<file path="src/rtl/life_cell_rule_pkg.sv">
// life_pkg: shared state encoding and canonical B/S rule masks for life cells
package life_pkg;
  typedef enum logic [1:0] {
    S_INIT  = 2'b00,
    S_ALIVE = 2'b01,
    S_DEAD  = 2'b10
  } state_e;
  localparam logic [8:0] RULE_CONWAY_B   = 9'b0_0000_1000;
  localparam logic [8:0] RULE_CONWAY_S   = 9'b0_0000_1100;
  localparam logic [8:0] RULE_HIGHLIFE_B = 9'b0_0100_1000;
endpackage

</file>
<file path="src/rtl/life_cell_rule_popcount.sv">
// life_popcount: combinational count of set bits in nbr_i (nbr_i: N bits in, cnt_o: $clog2(N+1) bits out)
module life_popcount #(
  parameter int N = 8,
  parameter int W = $clog2(N + 1)
) (
  input  logic [N-1:0] nbr_i,
  output logic [W-1:0] cnt_o
);
  always_comb begin
    cnt_o = '0;
    for (int i = 0; i < N; i++) cnt_o = cnt_o + W'(nbr_i[i]);
  end
endmodule

</file>
<file path="src/rtl/life_cell_rule.sv">
// life_cell_rule: Game-of-Life cell with runtime B/S masks; ports clk, rst (async active-low), init, load, step, nbr, birth_mask, survive_mask -> alive, changed, age (age counter only when LIFE_CELL_AGE_EN is defined)
module life_cell_rule
  import life_pkg::*;
#(
  parameter int N_NBR = 8,
  parameter int AGE_W = 4,
  localparam int CNT_W = $clog2(N_NBR + 1)
) (
  input  logic             clk,
  input  logic             rst,
  input  logic             init,
  input  logic             load,
  input  logic             step,
  input  logic [N_NBR-1:0] nbr,
  input  logic [N_NBR:0]   birth_mask,
  input  logic [N_NBR:0]   survive_mask,
  output logic             alive,
  output logic             changed,
  output logic [AGE_W-1:0] age
);
  state_e state_q;
  logic changed_q;
  logic [CNT_W-1:0] cnt;
  logic reseed;
  logic flip;
  life_popcount #(.N(N_NBR), .W(CNT_W)) u_pop (.nbr_i(nbr), .cnt_o(cnt));
  // Reload and the first edge out of S_INIT both reseed from init and ignore step.
  assign reseed = load || state_q == S_INIT;
  assign flip = state_q == S_ALIVE ? !survive_mask[cnt] : state_q == S_DEAD && birth_mask[cnt];
  always_ff @(posedge clk or negedge rst)
    if (!rst) begin
      state_q   <= S_INIT;
      changed_q <= 1'b0;
    end else if (reseed) begin
      state_q   <= init ? S_ALIVE : S_DEAD;
      changed_q <= 1'b0;
    end else if (step && flip) begin
      state_q   <= state_q == S_ALIVE ? S_DEAD : S_ALIVE;
      changed_q <= 1'b1;
    end else
      changed_q <= 1'b0;
  assign alive   = state_q == S_ALIVE;
  assign changed = changed_q;
`ifdef LIFE_CELL_AGE_EN
  logic [AGE_W-1:0] age_q;
  always_ff @(posedge clk or negedge rst)
    if (!rst) age_q <= '0;
    else if (reseed) age_q <= '0;
    else if (step) age_q <= flip ? '0 : &age_q ? age_q : age_q + AGE_W'(1);
  assign age = age_q;
`else
  assign age = '0;
`endif
endmodule

</file>
<file path="config.mk">
export PLATFORM = sky130hd
export DESIGN_NAME = life_cell_rule
export DESIGN_NICKNAME = d
export VERILOG_FILES = /design/src/rtl/life_cell_rule_pkg.sv /design/src/rtl/life_cell_rule_popcount.sv /design/src/rtl/life_cell_rule.sv
export SDC_FILE = /design/constraint.sdc
export NUM_CORES = 1
export LEC_CHECK = 0
export CAP_MARGIN = 20
export CORE_MARGIN = 2
export CORE_UTILIZATION = 34
export CTS_CLUSTER_SIZE = 12
export DETAILED_ROUTE_END_ITERATION = 8
export PLACE_DENSITY = 0.81
export SYNTH_ARGS = -nofsm -noshare
export SYNTH_HDL_FRONTEND = slang
export SYNTH_SLANG_ARGS = --single-unit
</file>
<file path="constraint.sdc">
create_clock -name clk -period 1.8 [get_ports clk]
set_clock_uncertainty 0.2 [all_clocks]
set_input_delay 0.36 -clock clk [delete_from_list [all_inputs] [get_ports clk]]
set_output_delay 0.36 -clock clk [all_outputs]
set_load 0.02 [all_outputs]
</file>
==> metrics.txt, run 1 <==
WS Path Type=input pin to register; largest net degree at the start of global routing=7; Clock Path Buffers=2; Post-DP Area=934.6 um2; Setup Total Neg Slack=-5.779 ns; commonest non-fill, non-tap cell in the layout=clkdlybuf4s50_1; register bit count reported by yosys=3; Slowest cell on crit path=fa_2; share of layout cells above drive strength 1=0.2475; Nets=140; CTS buffer count=3; Area Overhead vs Synth=86.68%; full die area=1908 um2; Tmin final=3.749 ns; Reg clk slew, reported paths=0.04 ns; DP HPWL=1.235 mm; commonest non-fill, non-tap cells in the layout=27 x clkdlybuf4s50_1, 8 x inv_1, 7 x buf_4, 4 x nor2_1, 4 x conb_1; # IOs=37; Warnings, synthesis=0; failing checks=negative setup slack; Critical Path Sink Type=register; Finish-stage setup viols=3; chip width=43.69 um; first-pass GRT wire length=2.401 mm; drt first-iter violations=3; asr flop ratio synth=1.000; Pwr Density=784.7 nW/um2; Synth area leader=fa_1; Core ar.=1489 um2; Post-Syn Instances=59; max_cap viols=0; dominant cells by area after synthesis=fa_1 15%, dfrtp_1 14%, mux4_1 9.8%, ha_1 7.0%, inv_1 7.0%; Hold Vio Cnt, Final=0; worst setup margin=-1.949 ns; crit share post-route=2.083; CTS tree=done; worst hold path type=input pin to asynchronous set/reset pin; post-DR wirelength/cell=13.29 um; CTS Sinks=3; # rows=14; VDD IR max=0.3199 mV; drt total wl=1.555 mm; vias per cell=5.017; CP max stage delay=0.62 ns; Worst Max-Slew Pin Slew=0.5391 ns; initial antenna violation count=0; Root Buffer=clkbuf_4; vias in the first global route=582; number of buffer cells added on primary ports=32; Post-synth EDFFs=0; clk_lat worst skew=0.25 ns; Initial Util=0.3597; Largest delay share family, worst path=adder cells; startpoint types=input pin; crit-path max FO=6; post-route ant nets=0; total gr overflow=0; outcome=finished, violations left; GPL Wtd Cong=0.7620; Primary FF master, synth=dfrtp_1; vias=587; required time worst endpoint=1.70 ns; total track usage=0.1750; post-route cell area=999.7 um2; Final Slew Violations=0; Syn Area/Cell=9.077 um2; LEAKAGE=0.4591 nW; CP bufs+invs=3; H-tree depth=1; sequential share of the synthesized area=0.1402; Syn Std Cell Area=535.5 um2; Ant. Diodes=0; CP Data Arrival Time=3.65 ns; Die H=43.69 um; remaining routing DRC violations=0; Rel. slew slack=0.6380; share of the synthesized area in the top cell type=0.1495; DR pass1 iterations=4; Final Total Pwr=0.7845 mW; post-synth cell types=30; Fmax=266.7 MHz; RSZ-0062 raised after global routing=yes; critical-path cell list=buf_6, ha_4, inv_2, fa_1, fa_1, fa_2, fa_2, buf_4, mux2i_2, and3_4, nor4_4, o21bai_1, o211ai_1
==> final cells by class <==
cell class	instances	area, um2
fill	119	489.2
sequential	3	75.07
clock buffer	4	26.28
inverter	10	37.54
tap	16	20.02
multi-input combinational	44	457.9
timing repair buffer	40	382.9
==> where the power goes <==
| part | internal, mW | leakage, nW | switching [mW] |
|---|---|---|---|
| Combinational | 0.326 | 0.408 | 0.245 |
| Sequential | 0.0809 | 0.0366 | 0.00559 |
| Clock | 0.0837 | 0.0150 | 0.0437 |
| Total | 0.491 | 0.459 | 0.294 |
==> cell usage after synthesis, types with 2 or more instances <==
cell type	number
buf_4	4
nor2b_1	2
mux2i_1	3
nand2_1	3
inv_1	10
dfrtp_1	3
o21ai_0	2
fa_1	4
mux4_1	2
nor2_1	4
ha_1	3
==> through the flow <==
step           std cells  hold slack, ns  worst slack [ns]  utilization
2_1_floorplan         62         -0.1356            -1.893            -
3_3_place_gp         112          0.3516            -2.483       0.6277
3_5_place_dp         112          0.3544            -2.577       0.6277
4_1_cts              116          0.1032            -2.063       0.6588
5_1_grt              117          0.1128            -2.014       0.6714
6_report             117         0.08923            -1.949       0.6714
==> repair_timing <==
| action | in CTS | in global routing |
|---|---|---|
| resized for setup | 19 | 3 |
| pin swaps | 9 | 6 |
| setup buffers | 0 | 1 |
| hold buffers | 0 | 0 |
| setup endpoints to repair | 4 | 3 |
==> worst paths after layout <==
path,start,end,slack [ns],cells past startpoint
worst max-delay path,nbr[0],state_q[0],-1.95,13
worst min-delay path,rst,changed,0.09,1
worst max register to register,state_q[0],state_q[1],0.11,6
worst min register to register,state_q[1],state_q[1],0.45,2
max in group asynchronous,rst,state_q[0],1.16,1
min in group clk,state_q[1],state_q[1],0.45,2
==> state kept, by name, summed over array words and instances, names as in the netlist <==
name and flops:
changed 1, state_q 2
==> kinds of logic (layout without fill, tap and decap cells) <==
family,count (synthesis),after routing,share of synthesized area
simple gates,17,17,0.1799
compound gates,9,9,0.1262
other cells,1,4,0.007003
mux,6,6,0.1752
buf+inv,15,54,0.1355
flops,3,3,0.1402
fa+ha+maj,7,7,0.2196
xor+xnor,1,1,0.01636
==> layer usage <==
metal / up-vias / part of all wire / global-route usage
met5: - / 0 / 0
met4: 0 / 0.020 / 0.09697
met3: 4 / 0.066 / 0.03333
met2: 28 / 0.58 / 0.3500
met1: 275 / 0.33 / 0.1580
li1: 280 / - / -
(Power assumes the default switching activity.)
==> run 2, diff against run 1 <==
Settings changed: PLACE_DENSITY 0.81 to 0.78.
==> metrics.txt, run 2 (synthesis gave the netlist of run 1 again) <==
WS Path Type=input pin to register; total gr overflow=0 (unchanged); Finish-stage setup viols=3 (unchanged); critical-path cell list=buf_6, ha_4, inv_2, fa_1, fa_1, fa_2, fa_2, buf_12, mux2_4, nor3b_4, nor4_4, o21bai_1, o311a_1; CTS buffer count=3 (unchanged); vias in the first global route=593 (+1.9%); Seq pwr share=0.115 (+0.005); Comb pwr share=0.739 (+0.012); Die H=43.69 um (unchanged); Nets=140 (unchanged); crit share post-route=2.080 (-0.003139); Clock Power Share=0.146 (-0.016); CTS Hold Bufs=0 (unchanged); number of buffer cells added on primary ports=32 (unchanged); CP Data Arrival Time=3.70 ns (+0.05 ns); crit path from=nbr[0]; post-route cell area=1001 um2 (+0.13%); remaining routing DRC violations=0 (unchanged); crit-path max FO=3 (-3); drt total wl=1.348 mm (-13%); # rows=14 (unchanged); # IOs=37 (unchanged); FF-to-FF End=state_q[1]; gr busiest metal=met2; Fmax=267.1 MHz (+0.15%); max FFs per register=2 (unchanged); Clock Path Buffers=2 (unchanged); met3 usage=0.03750 (+0.004167); Min Hold Slack=0.1160 ns (+0.02674 ns); GPL Wtd Cong=0.7599 (-0.28%); Multi-input gate area=446.7 um2 (-2.5%); Post-DP Area=927.1 um2 (-0.80%); CP max stage delay=0.60 ns (-0.02 ns); GR Util met2=0.3412 (-0.008824); vias per cell=4.812 (-4.1%); commonest non-fill, non-tap cell in the layout=clkdlybuf4s50_1; largest net degree at the start of global routing=7 (unchanged); Root Buffer=clkbuf_4; met1 Usage GRT=0.1395 (-0.01850); drt first-iter violations=0 (-3); full die area=1908 um2 (unchanged); Sequential Area=75.07 um2 (unchanged); Pwr Density=767.8 nW/um2 (-2.2%); Tmin final=3.744 ns (-0.005650 ns); startpoint types=input pin; H-tree depth=1 (unchanged); total track usage=0.1560 (-0.01900); Ant. Diodes=0 (unchanged); Worst R2R Path Depth=6 (unchanged); Critical Path Sink Type=register; Final Slew Violations=0 (unchanged); Power Internal=0.5048 mW (+2.9%); CTS Sinks=3 (unchanged); net switching power=0.2637 mW (-10%); Hold Vio Cnt, Final=0 (unchanged); failing checks=negative setup slack; Post-Layout Cell Count=117 (unchanged); first-pass GRT wire length=2.249 mm (-6.3%); initial antenna violation count=0 (unchanged); outcome=finished, violations left; switch share=0.3431 (-0.03147); post-DR wirelength/cell=11.52 um (-13%); commonest non-fill, non-tap cells in the layout=27 x clkdlybuf4s50_1, 9 x inv_1, 6 x buf_4, 4 x nor2_1, 4 x conb_1; Filler Cell Count=119 (unchanged); max_cap viols=0 (unchanged); clk_lat worst skew=0.22 ns (-0.03 ns); Final Total Pwr=0.7685 mW (-2.0%); Reg with most FFs=state_q; required time worst endpoint=1.76 ns (+0.06 ns); worst hold path type=input pin to asynchronous set/reset pin; DR pass1 iterations=1 (-3); RSZ-0062 raised after global routing=yes; DP Cell Count=111 (-0.89%); Reg clk slew, reported paths=0.04 ns (about the same); share of layout cells above drive strength 1=0.2178 (-0.02970); RR Startpoint=state_q[0]; vias=563 (-4.1%); Slowest cell on crit path=fa_2; post-route ant nets=0 (unchanged); Reg2Reg Setup Slack=0.22 ns (+0.11 ns); CTS tree=done; DP HPWL=1.202 mm (-2.7%); LEAKAGE=0.4679 nW (+1.9%); Area Overhead vs Synth=86.92%; worst setup margin=-1.944 ns (+0.005650 ns); VDD IR max=0.2913 mV (-8.9%); chip width=43.69 um (unchanged); Initial Util=0.3597 (unchanged); Core ar.=1489 um2 (unchanged)
[run 2: cell counts in the layout (fill, tap and decap cells not counted)]
No cell type changed its count.
[run 2: worst max path at each step]
stage | endpoint | slack (ns)
final | state_q[1] | -1.94
after global routing | state_q[0] | -2.06
after CTS | state_q[1] | -2.06
after detailed placement | state_q[1] | -2.54
after global placement | state_q[1] | -2.47
after floorplan | changed | -1.89
[run 2: metal layers]
layer	wire, um	share of wire
met2	837	0.62
met5	0	0
met3	86	0.064
met4	0	0
met1	424	0.31
[run 2: what timing repair did]
action / 4_1_cts / 5_1_grt
resized for setup: 16 / 2
pin swaps: 12 / 10
endpoints found under the setup margin: 4 / 3
buffers inserted: 1 / 1
[run 2: area by class of cell]
| class | instances | share of cell area |
|---|---|---|
| Multi-Input combinational cell | 44 | 0.4462 |
| Timing Repair Buffer | 40 | 0.3950 |
| Clock buffer | 4 | 0.02625 |
| Inverter | 10 | 0.03750 |
| Sequential cell | 3 | 0.07500 |
| Tap cell | 16 | 0.02000 |
[run 2: critical path, delay by kind of cell]
family / cells / cell delay, ns
muxes: 1 / 0.30
AOI/OAI and AO/OA: 2 / 0.37
and+or+nand+nor: 2 / 0.29
adders and majority gates: 5 / 2.14
buffers and inverters: 3 / 0.24
[run 2: through the flow]
step / TNS, ns / setup WS (ns) / utilization
floorplan: -5.528 / -1.893 / -
global placement: -7.312 / -2.466 / 0.6227
detailed placement: -7.533 / -2.541 / 0.6227
CTS: -6.146 / -2.062 / 0.6571
global route: -6.077 / -2.061 / 0.6723
finish: -5.776 / -1.944 / 0.6723
[run 2: power groups by stage]
stage	sequential (mW)	combinational [mW]	clock, mW
final	0.0883	0.568	0.112
after global routing	0.0895	0.621	0.123
after CTS	0.0894	0.545	0.115
after detailed placement	0.0900	0.480	0
after global placement	0.0902	0.467	0
after floorplan	0.0934	0.314	0
